[config.mk]
export PLATFORM = sky130hd
export DESIGN_NAME = matrix_op_sequencer
export DESIGN_NICKNAME = d
export VERILOG_FILES = /design/src/rtl/matrix_op_sequencer.sv
export SDC_FILE = /design/constraint.sdc
export NUM_CORES = 2
export LEC_CHECK = 0
export ABC_AREA = 1
export CAP_MARGIN = 20
export CORE_AREA = 2 2 613 615
export CTS_BUF_LIST = sky130_fd_sc_hd__clkbuf_4
export DETAILED_ROUTE_END_ITERATION = 8
export DIE_AREA = 0 0 615 617
export GPL_TIMING_DRIVEN = 0
export HOLD_SLACK_MARGIN = 0.02
export PLACE_DENSITY_LB_ADDON = 0.25
export RECOVER_POWER = 50
export SETUP_SLACK_MARGIN = 0.3
export SLEW_MARGIN = 10
export SYNTH_ARGS = -nofsm -noshare
export SYNTH_HDL_FRONTEND = slang
export SYNTH_SLANG_ARGS = --single-unit
[constraint.sdc]
create_clock -name clk -period 4.3 [get_ports clk]
set_clock_uncertainty 0.15 [all_clocks]
set_input_delay 0.86 -clock clk [delete_from_list [all_inputs] [get_ports clk]]
set_output_delay 0.86 -clock clk [all_outputs]
set_load 0.01 [all_outputs]
[src/rtl/matrix_op_sequencer.sv]
// -----------------------------------------------------------------------------
// matrix_op_sequencer
//
// Sequences one matrix instruction at a time against a single-port 256-bit RAM:
// read source A, optionally read source B, capture the datapath result, write
// it back to the destination word, then pulse done. Opcode 11 is rejected
// without touching the RAM and raises a sticky error flag.
//
// Ports
//   clk            single clock, all logic on the rising edge
//   reset          synchronous, active-high reset
//   instr_valid    requester presents an instruction
//   instr_ready    sequencer can accept an instruction (IDLE only)
//   opcode         00 sum, 01 subtract, 10 copy A, 11 illegal
//   addr_a/_b/_c   source A, source B and destination RAM words
//   mem_address    RAM address (0 when not accessing the RAM)
//   mem_wren       RAM write enable (WRITE state only)
//   mem_wdata      RAM write data, always the result register
//   mem_rdata      RAM read data, valid RD_LAT cycles after the address
//   matrix_a/_b    registered operands to the external sum/subtract datapath
//   alu_sum/_sub   combinational results from that datapath
//   busy           high in every state except IDLE
//   done           high for the single DONE cycle
//   error          set by an illegal instruction, cleared by the next legal one
//   leds           low byte of the last written result
// -----------------------------------------------------------------------------
module matrix_op_sequencer #(
    parameter int RD_LAT = 1    // RAM read latency in cycles, 1..3
) (
    input  logic         clk,
    input  logic         reset,
    input  logic         instr_valid,
    output logic         instr_ready,
    input  logic [1:0]   opcode,
    input  logic [7:0]   addr_a,
    input  logic [7:0]   addr_b,
    input  logic [7:0]   addr_c,
    output logic [7:0]   mem_address,
    output logic         mem_wren,
    output logic [255:0] mem_wdata,
    input  logic [255:0] mem_rdata,
    output logic [255:0] matrix_a,
    output logic [255:0] matrix_b,
    input  logic [255:0] alu_sum,
    input  logic [255:0] alu_sub,
    output logic         busy,
    output logic         done,
    output logic         error,
    output logic [7:0]   leds
);

    typedef enum logic [2:0] {
        IDLE  = 3'd0,
        RD_A  = 3'd1,
        RD_B  = 3'd2,
        EXEC  = 3'd3,
        WRITE = 3'd4,
        DONE  = 3'd5
    } state_t;

    localparam logic [1:0] OP_SUM     = 2'b00;
    localparam logic [1:0] OP_SUB     = 2'b01;
    localparam logic [1:0] OP_COPY    = 2'b10;
    localparam logic [1:0] OP_ILLEGAL = 2'b11;

    // Each read state holds its address for RD_LAT+1 cycles; the data for that
    // address is present on mem_rdata in the last of them.
    localparam logic [1:0] LAST_CNT = 2'(RD_LAT);

    state_t         state, state_next;
    logic [1:0]     rd_cnt;
    logic           rd_last;
    logic           accept;

    logic [1:0]     op_q;
    logic [7:0]     addr_a_q, addr_b_q, addr_c_q;
    logic [255:0]   result;

    assign instr_ready = (state == IDLE) && !reset;
    assign accept      = instr_valid && instr_ready;
    assign rd_last     = (rd_cnt == LAST_CNT);
    assign mem_wdata   = result;

    // NOTE: sequential state uses non-blocking assignments so every register
    // samples the pre-edge values of the others, independent of block order.
    always_ff @(posedge clk) begin
        if (reset) begin
            state <= IDLE;
        end else begin
            state <= state_next;
        end
    end

    // NOTE: every output of this block gets a default first, so no path can
    // leave a signal unassigned and infer a latch.
    always_comb begin
        state_next  = state;
        mem_address = 8'd0;
        mem_wren    = 1'b0;
        busy        = 1'b1;
        done        = 1'b0;

        unique case (state)
            IDLE: begin
                busy = 1'b0;
                if (accept) begin
                    state_next = (opcode == OP_ILLEGAL) ? DONE : RD_A;
                end
            end
            RD_A: begin
                mem_address = addr_a_q;
                if (rd_last) begin
                    state_next = (op_q == OP_COPY) ? EXEC : RD_B;
                end
            end
            RD_B: begin
                mem_address = addr_b_q;
                if (rd_last) begin
                    state_next = EXEC;
                end
            end
            EXEC: begin
                state_next = WRITE;
            end
            WRITE: begin
                mem_address = addr_c_q;
                mem_wren    = 1'b1;
                state_next  = DONE;
            end
            DONE: begin
                done       = 1'b1;
                state_next = IDLE;
            end
            default: begin
                state_next = IDLE;
            end
        endcase
    end

    always_ff @(posedge clk) begin
        if (reset) begin
            rd_cnt   <= 2'd0;
            op_q     <= OP_SUM;
            addr_a_q <= 8'd0;
            addr_b_q <= 8'd0;
            addr_c_q <= 8'd0;
            matrix_a <= '0;
            matrix_b <= '0;
            result   <= '0;
            leds     <= 8'd0;
            error    <= 1'b0;
        end else begin
            unique case (state)
                IDLE: begin
                    rd_cnt <= 2'd0;
                    if (accept) begin
                        op_q     <= opcode;
                        addr_a_q <= addr_a;
                        addr_b_q <= addr_b;
                        addr_c_q <= addr_c;
                        // Sticky until the next accept decides it again.
                        error    <= (opcode == OP_ILLEGAL);
                    end
                end
                RD_A: begin
                    if (rd_last) begin
                        rd_cnt   <= 2'd0;
                        matrix_a <= mem_rdata;
                    end else begin
                        rd_cnt <= rd_cnt + 2'd1;
                    end
                end
                RD_B: begin
                    if (rd_last) begin
                        rd_cnt   <= 2'd0;
                        matrix_b <= mem_rdata;
                    end else begin
                        rd_cnt <= rd_cnt + 2'd1;
                    end
                end
                EXEC: begin
                    unique case (op_q)
                        OP_SUM:  result <= alu_sum;
                        OP_SUB:  result <= alu_sub;
                        default: result <= matrix_a;
                    endcase
                end
                WRITE: begin
                    leds <= result[7:0];
                end
                default: begin
                    rd_cnt <= 2'd0;
                end
            endcase
        end
    end

endmodule

After elaboration in Yosys (flattened, before gate mapping)

Cells that the tools add are included.

Memories kept: 0
Bits in latches: 0
Register bits: 808
Input port bits: 797
Output and inout port bits: 789
Bits in read-only memories: 0
Word-level logic and storage cells: 48
RAM bits: 0

Bitwise operators: 0
Mux-type cells: 13
Shifts and indexed selects: 0
Reductions and logical operators: 11
Divide/modulo/power cells: 0
Magnitude comparators: 0
Add/subtract/negate cells: 1
Equality and inequality tests: 12
$mul: 0

Operator list:

| kind                                                             | number |
|---|---|
| 256-bit case mux with 2 select lines                             | 1 |
| 8-bit case mux with 3 select lines                               | 1 |
| 3-bit case mux with 5 select lines                               | 1 |
| 3-bit two-way mux                                                | 4 |
| 3-bit by 2-bit == test with 1-bit output (second input constant) | 2 |
| 3-bit == test (second input constant)                            | 2 |
| 2-bit inequality test (second input constant)                    | 3 |
| 2-bit AND reduction                                              | 3 |
| 2-bit by 1-bit == test with 1-bit output (second input constant) | 2 |
| 2-bit == test (second input constant)                            | 2 |
| 1-bit two-way mux                                                | 4 |
| 2-bit case mux with 2 select lines                               | 1 |
| 2-bit OR reduction                                               | 2 |
| 3-bit by 1-bit == test with 1-bit output (second input constant) | 1 |
| 3-bit logical NOT                                                | 1 |
| 3-bit AND reduction                                              | 1 |
| 2-bit by 1-bit adder with 2-bit output (second input constant)   | 1 |
| 1-bit logical AND                                                | 2 |
| 2-bit logical NOT                                                | 1 |
| 2-bit two-way mux                                                | 1 |
| 1-bit logical NOT                                                | 1 |

Depth between registers and ports, before layout

Word-level depth: 5
Gate-level depth with buffers: 9
Gate-level depth less buffers: 7

Worst setup path after synthesis

No wires, ideal clock.

Kind: input port to output port
Start point: input port reset
End point: output port instr_ready
Buffers on the path: 2
Path slack: 1887 ps
Required time: 3290 ps
Data arrival time: 1403 ps
Stages on the path: 3
Path through: buf_2 -> nor2_4 -> buf_2

Word-level cells in the longest chain between the ends: 2

RTL lines:

| element            | RTL line | text |
|---|---|---|
| start: declaration | 31       | `input logic reset,` |
| 1-bit logical NOT  | 79       | `assign instr_ready = (state == IDLE) && !reset;` |
| 1-bit logical AND  | 79       |  |
| end: declaration   | 33       | `output logic instr_ready,` |

No other way between the ends.

==> impl_metrics.csv <==
group,metric,value,unit
global_routing,grt.overflow.total,0,
timing,min_period_over_period,90.2,%
yosys,yosysWarnings,0,
yosys,yosys.area_share.simple,22.3,%
setup_path,worstSetupEndpointType,"flop",
power_and_ir_drop,worst_ir_drop_vdd,135,uV
placed_design,portBuffers,1583,
setup_path,r2r-end,"mem_wdata[182]",
yosys,synth_xor_xnor_area_share,0,%
clocking,clockBufferDepth,4,
placed_design,hpwl,306000,um
run_status,status,"finished, violations left",
finish,nets,7649,
setup_path,reg2reg_slack,480,ps
timing,setup_viol,0,
yosys,netlist.area_leader.share,50.7,%
worst_hold_path,whs_endpoint,"mem_wdata[151]",
timing,fmax,258,MHz
die,io_pins,1586,
timing,slew_headroom,-47.5,%
die,fp.dieArea,379000,um2
timing,hold_viol_final,0,
finish,final_util,17.5,%
run_status,violations,"max-capacitance violations, max-slew violations",
yosys,synth_seq_cells,808,
power_and_ir_drop,p_leak,26.3,nW
global_routing,grt_max_degree,12,
clocking,h-tree-depth,5,
worst_hold_path,holdPathStages,3,
detailed_routing,detailedRoute.firstIterationViolations,3222,
global_routing,grt_pass1_vias,45600,
setup_path,worst_ep_required_time,5290,ps
yosys,synth_top_family_by_area,"simple AND/OR/NAND/NOR gates",
detailed_routing,drtPass1Iterations,6,
die,core_area,374000,um2
global_routing,antenna_found_initial,132,
timing,slew_violations,60,
clocking,cts_root_buffer,"clkbuf_4",
detailed_routing,drc_errors,0,
yosys,yosysSeqAreaShare,50.7,%
setup_path,start_kind,"input port",
flow_run,maxCapViolations,5,
yosys,synth_area_leaders,"dfxtp_1 (51%), nor2_1 (12%), o21ai_0 (11%), nand3_1 (9.0%), a31oi_1 (5.0%)",
worst_hold_path,holdCritStartpoint,"alu_sum[151]",
yosys,yosys.cell_count.top_type,"nor2_1",
yosys,ys_types,19,
yosys,synthAdderAreaFrac,0,%
yosys,yosysTopAreaCell,"dfxtp_1",
timing,rsz0062_at_grt,"no",
setup_path,cp-startpoint,"reset",
detailed_routing,vias_per_cell,3.72,
clocking,cts_sinks,808,
yosys,synthCells,4225,
yosys,synth_edf_count,0,
timing,timing.hold.ws,280,ps
yosys,synth_nets,5022,
timing,fin_crit,3880,ps
clocking,cts.reportedPaths.clkPinSlew,60,ps
timing,max_slew.worst_pin.slew,2210,ps
global_routing,track_usage,18.3,%
setup_path,path_class,"in -> reg",
setup_path,rr_worst_depth,8,
die,initial_core_util,8.55,%
yosys,synth_top_flop_cell,"dfxtp_1",
power_and_ir_drop,p_per_area,335,nW/um2
clocking,cts_tree,"built",
yosys,synthMuxAreaShare,0,%
yosys,syn_area_per_cell,7.56,um2
yosys,yosys-top-cells-count,"nor2_1 (1045), dfxtp_1 (808), o21ai_0 (718), nand3_1 (575), a21oi_1 (261)",
die,num_rows,225,
die,fp.dieW,615,um
setup_path,crit_arrival,4870,ps
setup_path,worstReg2RegStart,"op_q[0]",
yosys,synthesis.area,31900,um2
worst_hold_path,hp-class,"in -> reg",
detailed_routing,antenna_left,0,
placed_design,gp_congestion,0.934,
detailed_routing,wl_per_cell,30.0,um
die,die_y,617,um
finish,drive_gt1_share,8.67,%
yosys,synth_compound_area_share,21.3,%
finish,area_delta_synth_final,104,%
global_routing,grt_pass1_wl,462000,um
detailed_routing,wl,363000,um
clocking,worstSkewPairLatency,1360,ps
setup_path,worstPathMaxFanout,10,
yosys,synthArstFlopShare,0,%
detailed_routing,vias,44900,
clocking,cts_buffers,274,
[layout by cell type (no fill, tap or decap), drive strengths merged]
master / netlist / routed
clkdlybuf4s50: 0 / 1325
nor2: 1048 / 1048
dlygate4sd3: 0 / 987
dfxtp: 808 / 808
o21ai: 777 / 777
clkbuf: 230 / 631
nand3: 579 / 579
a21oi: 261 / 261
a31oi: 256 / 256
buf: 179 / 173
clkinv: 2 / 67
nand2: 63 / 63
diode: 0 / 56
inv: 17 / 25
dlygate4sd2: 0 / 21
bufinv: 0 / 5
nor3: 4 / 4
clkinvlp: 0 / 4
clkdlybuf4s15: 0 / 4
o211ai: 1 / 1
[worst max-delay path by stage]
stage	endpoint	slack (ps)	depth (start not counted)
after global routing	mem_wdata[45]	160	8
after floorplan	instr_ready	1890	3
after CTS	mem_address[7]	190	7
after global placement	mem_wdata[130]	-730	6
after detailed placement	mem_wdata[128]	350	5
final	matrix_a[168]	420	8
[critical path, stage by stage]
cell and delay (ps):
dlygate4sd3_1 570, clkbuf_1 270, inv_1 170, buf_4 350
clkbuf_1 1620, clkbuf_1 650, o21ai_0 200, nor2_1 130
[kinds of logic after synthesis]
group / count (synthesis)
simple gates: 1694
flops: 808
compound gates: 1295
buf+inv: 428
[final cells by class]
| cell class | count | area (um2) |
|---|---|---|
| timing repair buffer | 2351 | 23600 |
| antenna | 56 | 140 |
| buffer | 409 | 1750 |
| tap | 4994 | 6250 |
| inverter | 19 | 77.6 |
| clock buffer | 381 | 2860 |
| multi-input combinational | 2989 | 13900 |
| sequential | 808 | 16200 |
| fill | 42500 | 308000 |
| clock inverter | 82 | 500 |
[routing by layer]
metal | track usage (%) | share of wire, % | vias up
li1 | - | - | 20200
met4 | 6.90 | 4.4 | 46
met5 | 0 | 0.080 | -
met1 | 19.3 | 36 | 21900
met2 | 33.8 | 51 | 2229
met3 | 5.69 | 7.9 | 601
[power by group]
group	internal (mW)	total [mW]	switching, mW
registers	7.83	8.21	0.385
logic	2.01	4.99	2.98
clock network	4.37	8.65	4.28
total	14.2	21.9	7.65
[flip-flops by register name (all words and copies together), names as in the netlist]
name	cells
op_q	2
addr_b_q	8
addr_c_q	8
addr_a_q	8
matrix_a	256
matrix_b	256
rd_cnt	2
leds	8
state	3
mem_wdata	256
error	1
[per-stage QoR]
stage          setup TNS [ps]  worst slack, ps  cells  power (mW)  cell area (um2)
2_1_floorplan               0             1890   4225        9.70            31900
3_3_place_gp            -9140             -733  10800        12.9            54000
3_5_place_dp                0              346  10800        12.9            54200
4_1_cts                     0              189  12000        22.4            65200
5_1_grt                     0              155  12100        23.0            65200
6_report                    0              421  12100        21.9            65300
[what timing repair did]
| action | 4_1_cts | 5_1_grt |
|---|---|---|
| pin swaps | 1 | 0 |
| buffers inserted | 1 | 0 |
| setup endpoints to repair | 30 | 1 |
| hold endpoints to repair | 733 | 0 |
| resized for setup | 54 | 2 |
| hold buffers | 756 | 0 |
Note: power is estimated with default switching activity, not from simulation.
